--- src/rtl/bit_scan_pkg.sv ---
// Shared definitions for the bit-scan unit: op encodings and count-width helper.
package bit_scan_pkg;

  localparam logic [1:0] OP_CLZ = 2'd0;
  localparam logic [1:0] OP_CLO = 2'd1;
  localparam logic [1:0] OP_CTZ = 2'd2;
  localparam logic [1:0] OP_CTO = 2'd3;

  // Count must reach WIDTH itself (all-zero operand), hence the extra bit.
  function automatic int count_width(input int width);
    return $clog2(width) + 1;
  endfunction

endpackage

--- src/rtl/bit_scan_group.sv ---
// GROUP-bit priority encoder: all-zero flag plus leading-zero count within the group.
module bit_scan_group
  import bit_scan_pkg::*;
#(
  parameter int GROUP = 4,
  localparam int LW = $clog2(GROUP)
) (
  input  logic [GROUP-1:0] bits,
  output logic             zero,
  output logic [LW-1:0]    cnt
);

  // Scanning upward lets the highest set bit win; an empty group saturates at GROUP-1.
  always_comb begin
    zero = ~|bits;
    cnt  = LW'(GROUP - 1);
    for (int i = 0; i < GROUP; i++) begin
      if (bits[i]) cnt = LW'(GROUP - 1 - i);
    end
  end

endmodule

--- src/rtl/bit_scan_unit.sv ---
// Pipelined leading/trailing zero/one counter with valid/ready handshake, tag and flush.
module bit_scan_unit
  import bit_scan_pkg::*;
#(
  parameter int WIDTH  = 32,
  parameter int GROUP  = 4,
  parameter int STAGES = 2,
  parameter int TAG_W  = 5
) (
  input  logic                            clk,
  input  logic                            rst,
  input  logic                            flush,
  input  logic                            in_valid,
  output logic                            in_ready,
  input  logic [1:0]                      in_op,
  input  logic [WIDTH-1:0]                in_data,
  input  logic [TAG_W-1:0]                in_tag,
  output logic                            out_valid,
  input  logic                            out_ready,
  output logic [count_width(WIDTH)-1:0]   out_count,
  output logic [TAG_W-1:0]                out_tag
);

  localparam int CW = count_width(WIDTH);
  localparam int NG = WIDTH / GROUP;
  localparam int LW = $clog2(GROUP);

  logic             do_inv, do_rev;
  logic [WIDTH-1:0] rev, norm;

  // Fold all four modes onto a single leading-zero count.
  always_comb begin
    do_inv = (in_op == OP_CLO) || (in_op == OP_CTO);
    do_rev = (in_op == OP_CTZ) || (in_op == OP_CTO);
    for (int i = 0; i < WIDTH; i++) rev[i] = in_data[WIDTH-1-i];
    norm = (do_rev ? rev : in_data) ^ {WIDTH{do_inv}};
  end

  logic [NG-1:0]         zf_c;
  logic [NG-1:0][LW-1:0] gc_c;

  // Group 0 is the most significant slice.
  for (genvar g = 0; g < NG; g++) begin : g_grp
    bit_scan_group #(.GROUP(GROUP)) u_grp (
      .bits (norm[WIDTH-1-g*GROUP -: GROUP]),
      .zero (zf_c[g]),
      .cnt  (gc_c[g])
    );
  end

  logic                  adv_out;
  logic                  src_valid;
  logic [TAG_W-1:0]      src_tag;
  logic [NG-1:0]         zf_s;
  logic [NG-1:0][LW-1:0] gc_s;

  assign adv_out = !out_valid || out_ready;

  if (STAGES == 2) begin : g_s2
    logic                  v1;
    logic [NG-1:0]         zf_r;
    logic [NG-1:0][LW-1:0] gc_r;
    logic [TAG_W-1:0]      tag_r;

    assign in_ready = !v1 || adv_out;

    always_ff @(posedge clk) begin
      if (rst) begin
        v1    <= 1'b0;
        zf_r  <= '0;
        gc_r  <= '0;
        tag_r <= '0;
      end else begin
        if (flush)         v1 <= 1'b0;
        else if (in_ready) v1 <= in_valid;
        if (in_valid && in_ready) begin
          zf_r  <= zf_c;
          gc_r  <= gc_c;
          tag_r <= in_tag;
        end
      end
    end

    assign src_valid = v1;
    assign src_tag   = tag_r;
    assign zf_s      = zf_r;
    assign gc_s      = gc_r;
  end else begin : g_s1
    assign in_ready  = adv_out;
    assign src_valid = in_valid;
    assign src_tag   = in_tag;
    assign zf_s      = zf_c;
    assign gc_s      = gc_c;
  end

  logic [CW-1:0] count_c;

  // Priority mux: the lowest-indexed non-empty group (nearest MSB) wins; none -> WIDTH.
  always_comb begin
    count_c = CW'(WIDTH);
    for (int g = NG - 1; g >= 0; g--) begin
      if (!zf_s[g]) count_c = CW'(g * GROUP) + CW'(gc_s[g]);
    end
  end

  always_ff @(posedge clk) begin
    if (rst) begin
      out_valid <= 1'b0;
      out_count <= '0;
      out_tag   <= '0;
    end else begin
      if (flush)        out_valid <= 1'b0;
      else if (adv_out) out_valid <= src_valid;
      if (adv_out && src_valid) begin
        out_count <= count_c;
        out_tag   <= src_tag;
      end
    end
  end

endmodule

--- config.mk ---
export PLATFORM = sky130hd
export DESIGN_NAME = bit_scan_unit
export DESIGN_NICKNAME = d
export VERILOG_FILES = /design/src/rtl/bit_scan_pkg.sv /design/src/rtl/bit_scan_group.sv /design/src/rtl/bit_scan_unit.sv
export SDC_FILE = /design/constraint.sdc
export NUM_CORES = 1
export LEC_CHECK = 0
export CELL_PAD_IN_SITES_DETAIL_PLACEMENT = 1
export CELL_PAD_IN_SITES_GLOBAL_PLACEMENT = 1
export CORE_MARGIN = 3
export CORE_UTILIZATION = 33
export CTS_BUF_LIST = sky130_fd_sc_hd__clkbuf_8 sky130_fd_sc_hd__clkbuf_16
export DETAILED_ROUTE_END_ITERATION = 8
export PLACE_DENSITY = 0.85
export RECOVER_POWER = 100
export REMOVE_ABC_BUFFERS = 1
export SKIP_LAST_GASP = 1
export SYNTH_ARGS = -nofsm -noshare
export SYNTH_HDL_FRONTEND = slang
export SYNTH_HIERARCHICAL = 1
export SYNTH_SLANG_ARGS = --single-unit
--- constraint.sdc ---
create_clock -name clk -period 1.82 [get_ports clk]
set_input_delay 0.455 -clock clk [delete_from_list [all_inputs] [get_ports clk]]
set_output_delay 0.455 -clock clk [all_outputs]
set_load 0.05 [all_outputs]
# Word-level counts from Yosys, hierarchy flattened
# Cells that the tools add are included.
# W data, S select, Z words.
[totals] output_inout_bits=13 input_bits=44 word_cells=83 regBits=42
[classes] bitwise=1 muxes=33 n_eq_ne=3 reduce_logical=25 addsub=7
[op_table] op="$mux W6" count=8
[op_table] op="$mux W2" count=16
[op_table] op="$mux W32" count=1
[op_table] op="$reduce_or A4 Y1" count=8
[op_table] op="$xor A32 B32 Y32" count=1
[op_table] op="$add A5 B2 Y6 const A" count=4
[op_table] op="$add A4 B2 Y5 const A" count=2
[op_table] op="$logic_not A1 Y1" count=10
[op_table] op="$mux W1" count=8
[op_table] op="$add A3 B2 Y4 const A" count=1
[op_table] op="$eq A2 B2 Y1 const B" count=2
[op_table] op="$logic_or A1 B1 Y1" count=4
[op_table] op="$eq A2 B1 Y1 const B" count=1
[op_table] op="$logic_and A1 B1 Y1" count=2
[op_table] op="$reduce_or A2 Y1" count=1

# Longest topological paths before layout
[logic_depth] depth_word=9 depth_mapped=8 ltp_nobuf=6

# Hierarchy
# Netlist, hierarchy kept.
[by_module_without_submodules] module="bit_scan_unit" n_inst=1 seq_area_each_um2=840.8 area_per_inst_um2=2367.3 cells_per_inst=297
[by_module_without_submodules] module="bit_scan_group" n_inst=8 seq_area_each_um2=0.0 area_per_inst_um2=25.0 cells_per_inst=4

# Worst setup path before layout
# OpenSTA, ideal clock, no wires.
[synth_timing] path_kind="reg2reg" start="register out_valid" end="register g_s2.gc_r[0] (netlist bit)" n_path_buf=2 setup_ns=0.132 slack_ns=-0.072 required_ns=1.688 stages_incl_launch_ff=7 t_arrival_ns=1.760 period_less_slack_ns=1.892 path_cell_list="dfxtp_1 -> nand3b_2 -> and2_1 -> buf_2 -> buf_2 -> nand2_1 -> a21oi_1"
[synth_via] elab_chain_cells=4
[synth_lines] item="start: declaration" line="bit_scan_unit.sv:18" source="output logic out_valid,"
[synth_lines] item="start signal: assignment" line="bit_scan_unit.sv:113" source="else if (adv_out) out_valid <= src_valid;"
[synth_lines] item="$logic_not A1 Y1" line="bit_scan_unit.sv:57" source="assign adv_out = !out_valid || out_ready;"
[synth_lines] item="$logic_or A1 B1 Y1" line="bit_scan_unit.sv:57"
[synth_lines] item="$logic_or A1 B1 Y1" line="bit_scan_unit.sv:65" source="assign in_ready = !v1 || adv_out;"
[synth_lines] item="net in_ready" line="bit_scan_unit.sv:14" source="output logic in_ready,"
[synth_lines] item="$logic_and A1 B1 Y1" line="bit_scan_unit.sv:76" source="if (in_valid && in_ready) begin"
[synth_lines] item="end signal: assignment" line="bit_scan_unit.sv:78" source="gc_r <= gc_c;"
[synth_lines] item="end: declaration" line="bit_scan_unit.sv:62" source="logic [NG-1:0][LW-1:0] gc_r;"
# The timed path passes the listed nets, and every way through them passes these cells.
# A chain may end at the register's enable or synchronous reset.

# Final worst setup path
[layout_timing] start="input out_ready" end="output in_ready"
[layout_via] elab_chain_cells=2
[layout_lines] item="start: declaration" line="bit_scan_unit.sv:19" source="input logic out_ready,"
[layout_lines] item="$logic_or A1 B1 Y1" line="bit_scan_unit.sv:57"
[layout_lines] item="$logic_or A1 B1 Y1" line="bit_scan_unit.sv:65"
[layout_lines] item="end: declaration" line="bit_scan_unit.sv:14"
# No other way between the ends.

==> impl_metrics.env <==
export IMPL_synth_distinct_cells=33
export IMPL_diodes=0
export IMPL_critPathBufInv=2
export IMPL_synth_area_leaders="dfxtp_1 33%, mux2i_1 13%, nand2_1 11%"
export IMPL_drv_cap=0
export IMPL_cts_sinks=42
export IMPL_layout_setup_ws_ps=65.6
export IMPL_crit_type="input port to output port"
export IMPL_die_area_um2=8870
export IMPL_worstPathCellList="clkdlybuf4s50_1 -> nand3b_4 -> buf_12"
export IMPL_cp_data_required_time_ps=1360
export IMPL_busiest_layer="met2"
export IMPL_row_count=31
export IMPL_leakagePower_nw=1.21
export IMPL_final_min_clock_period_ps=1750
export IMPL_fp_dieW_um=94.2
export IMPL_use_met3_pct=2.80
export IMPL_grt_use_met2_pct=26.8
export IMPL_layoutNonFillerInstCount=479
export IMPL_die_y_um=94.2
export IMPL_yosysTopAreaCellShare_pct=32.7
export IMPL_initial_core_util_pct=34.7
export IMPL_port_buffers=56
export IMPL_vias=2355
export IMPL_wl_per_cell_um=13.3
export IMPL_worst_r2r_endpoint="g_s2.tag_r[0]$_SDFFE_PP0P_"
export IMPL_setup_viol=0
export IMPL_cp_depth=3
export IMPL_crit_arrival_ps=1300
export IMPL_peakVddDrop_mv=0.264
export IMPL_fill_cells=916
export IMPL_drive_gt1_share_pct=8.68
export IMPL_grt_pass1_wl_um=10600
export IMPL_max_slew_worst_pin_slew_ps=613
export IMPL_synth_area_leader_cell="dfxtp_1"
export IMPL_wirelength_um=6390
export IMPL_reg2reg_slack_ps=440
export IMPL_worstHoldStart="g_s2.tag_r[1]$_SDFFE_PP0P_"
export IMPL_crit_family="buffers and inverters"
export IMPL_slowest_delay_ps=530
export IMPL_finClkSkew_ps=6.95
export IMPL_syn_to_final_growth_pct=27.8
export IMPL_antenna_found_initial=0
export IMPL_max_slew_margin_pct=59.3
export IMPL_drtAntennaViolNets=0
export IMPL_dp_slack_ps=-124
export IMPL_grt_pass1_vias=2365
export IMPL_whs_ps=461
export IMPL_place_inst=471
export IMPL_cts_setup_buffers=0
export IMPL_synthCells=329
export IMPL_min_path_type="flip-flop to flip-flop"
export IMPL_fin_util_pct=44.3
export IMPL_synth_area_um2=2570
export IMPL_grt_max_degree=33
export IMPL_syn_area_per_cell_um2=7.80
export IMPL_cpMaxStageDelayCell="clkdlybuf4s50_1"
export IMPL_worstHoldPathCells=2
export IMPL_r2r_start="g_s2.v1$_SDFFE_PP0N_"
export IMPL_ys_ff_latch=42
export IMPL_root_buffer="clkbuf_8"
export IMPL_route_detailed_drc=0
export IMPL_cts_tree="done"
export IMPL_place_gp_congestion=0.761
export IMPL_critPathCaptureType="output port"
export IMPL_core_um2=7410
export IMPL_ys_warnings_count=6
export IMPL_rr_worst_depth=5
export IMPL_grtUsageMet1_pct=17.4
export IMPL_ios=57
export IMPL_hold_violations=0
export IMPL_rsz0062_at_grt="no"
export IMPL_clk_latency_ps=290
export IMPL_cts_clk_slew_worst_paths_ps=80
export IMPL_drt_pass1_iter_count=4
export IMPL_slew_violations=0
export IMPL_nets=423
export IMPL_final_common_cell="nand2_1"
export IMPL_status="finished clean"
export IMPL_drt_iter0_drc=69
export IMPL_fin_crit_sh_pct=96.4
export IMPL_ctsHoldBuffers=0
export IMPL_vias_per_cell=4.92
export IMPL_finalSetupTns_ps=0
export IMPL_start_kind="input port"
export IMPL_numCtsBuffers=5
export IMPL_max_freq_mhz=570
export IMPL_clock_path_buffers=2
export IMPL_final_cell_mix="76 x nand2_1, 46 x a21oi_1, 42 x dfxtp_1, 41 x clkdlybuf4s50_1, 34 x mux2i_1"
export IMPL_ys_seq_area_share_pct=32.7
export IMPL_htree_levels=2
export IMPL_holdPathEnd="g_s2.tag_r[1]$_SDFFE_PP0P_"
export IMPL_track_usage_pct=14.6
export IMPL_powerDensity_nw_per_um2=650
export IMPL_grt_ovfl_total=0
export IMPL_crit_path_max_fanout=3
export IMPL_hpwl_um=4840
-- flip-flops by register name (all words and copies together), names as in the netlist --
| register | count |
|---|---|
| out_tag | 5 |
| out_count | 6 |
| g_s2.zf_r | 8 |
| g_s2.v1 | 1 |
| out_valid | 1 |
| g_s2.tag_r | 5 |
| g_s2.gc_r | 16 |
-- what timing repair did --
item / 4_1_cts / 5_1_grt
endpoints found under the hold margin: 0 / 0
setup endpoints to repair: 0 / 1
resized for setup: 0 / 1
-- layout make-up --
class	instances	area (um2)	area share, %
Sequential cell	42	841	25.6
Multi-Input combinational cell	253	1580	48.2
Clock inverter	2	12.5	0.381
Timing Repair Buffer	66	597	18.2
Tap cell	99	124	3.78
Inverter	11	41.3	1.26
Clock buffer	6	82.6	2.52
-- synth_stat cells (all sizes together) --
cell and count:
nand2 77, a21oi 46, dfxtp 42, mux2i 34, xnor2 32, nor2 16, buf 15, inv 11
clkbuf 8, nor4 8, nand2b 6, nand3b 5, a31oi 3, nand3 3, nand4 3, nor2b 3
a211oi 2, and2 2, nor3 2, o211ai 2, o21bai 2, o22ai 2, a21boi 1, o21ai 1
o221ai 1, or3 1, or4 1
-- routing by layer --
layer / share of wire [%] / up-vias / wire [um]
met5: 0 / - / 0
met4: 0.49 / 0 / 31
met3: 4.8 / 4 / 308
met2: 50 / 49 / 3190
met1: 45 / 1103 / 2860
li1: - / 1199 / -
-- where the power goes --
group          leakage (nW)  total, mW  internal [mW]  switching [mW]
clock network        0.0472      0.625          0.305           0.320
logic                 0.824      0.518          0.254           0.265
registers             0.342      0.990          0.958          0.0312
total                  1.21       2.13           1.52           0.616
-- cells by family after synthesis --
logic type / synth area share, %
XOR/XNOR: 10.9
flip-flops: 32.7
AND/OR/NAND/NOR: 24.5
buffers and inverters: 5.85
multiplexers: 13.3
AO/OA/AOI/OAI: 12.8
-- per-stage QoR --
| step | instance area (um2) | power (mW) |
|---|---|---|
| 2_1_floorplan | 2460 | 1.30 |
| 3_3_place_gp | 3230 | 1.52 |
| 3_5_place_dp | 3230 | 1.53 |
| 4_1_cts | 3320 | 2.16 |
| 5_1_grt | 3280 | 2.27 |
| 6_report | 3280 | 2.13 |
-- worst max path at each step --
stage                                      start                         to  slack [ps]
after floorplan           out_valid$_SDFFE_PP0P_  g_s2.gc_r[0]$_SDFFE_PP0P_        -130
after global placement                 out_ready  out_count[5]$_SDFFE_PP0P_         -50
after detailed placement               out_ready  out_count[5]$_SDFFE_PP0P_        -120
after CTS                              out_ready                   in_ready          10
after global routing                   out_ready                   in_ready          30
final                                  out_ready                   in_ready          70
-- worst reg2reg max path: stages (launching register included) --
cell      delay (ps)
dfxtp_1          510
nand3b_4         140
and2_1           200
clkbuf_2         220
nand2_1          140
a21oi_1           60
(Power assumes the default switching activity.)
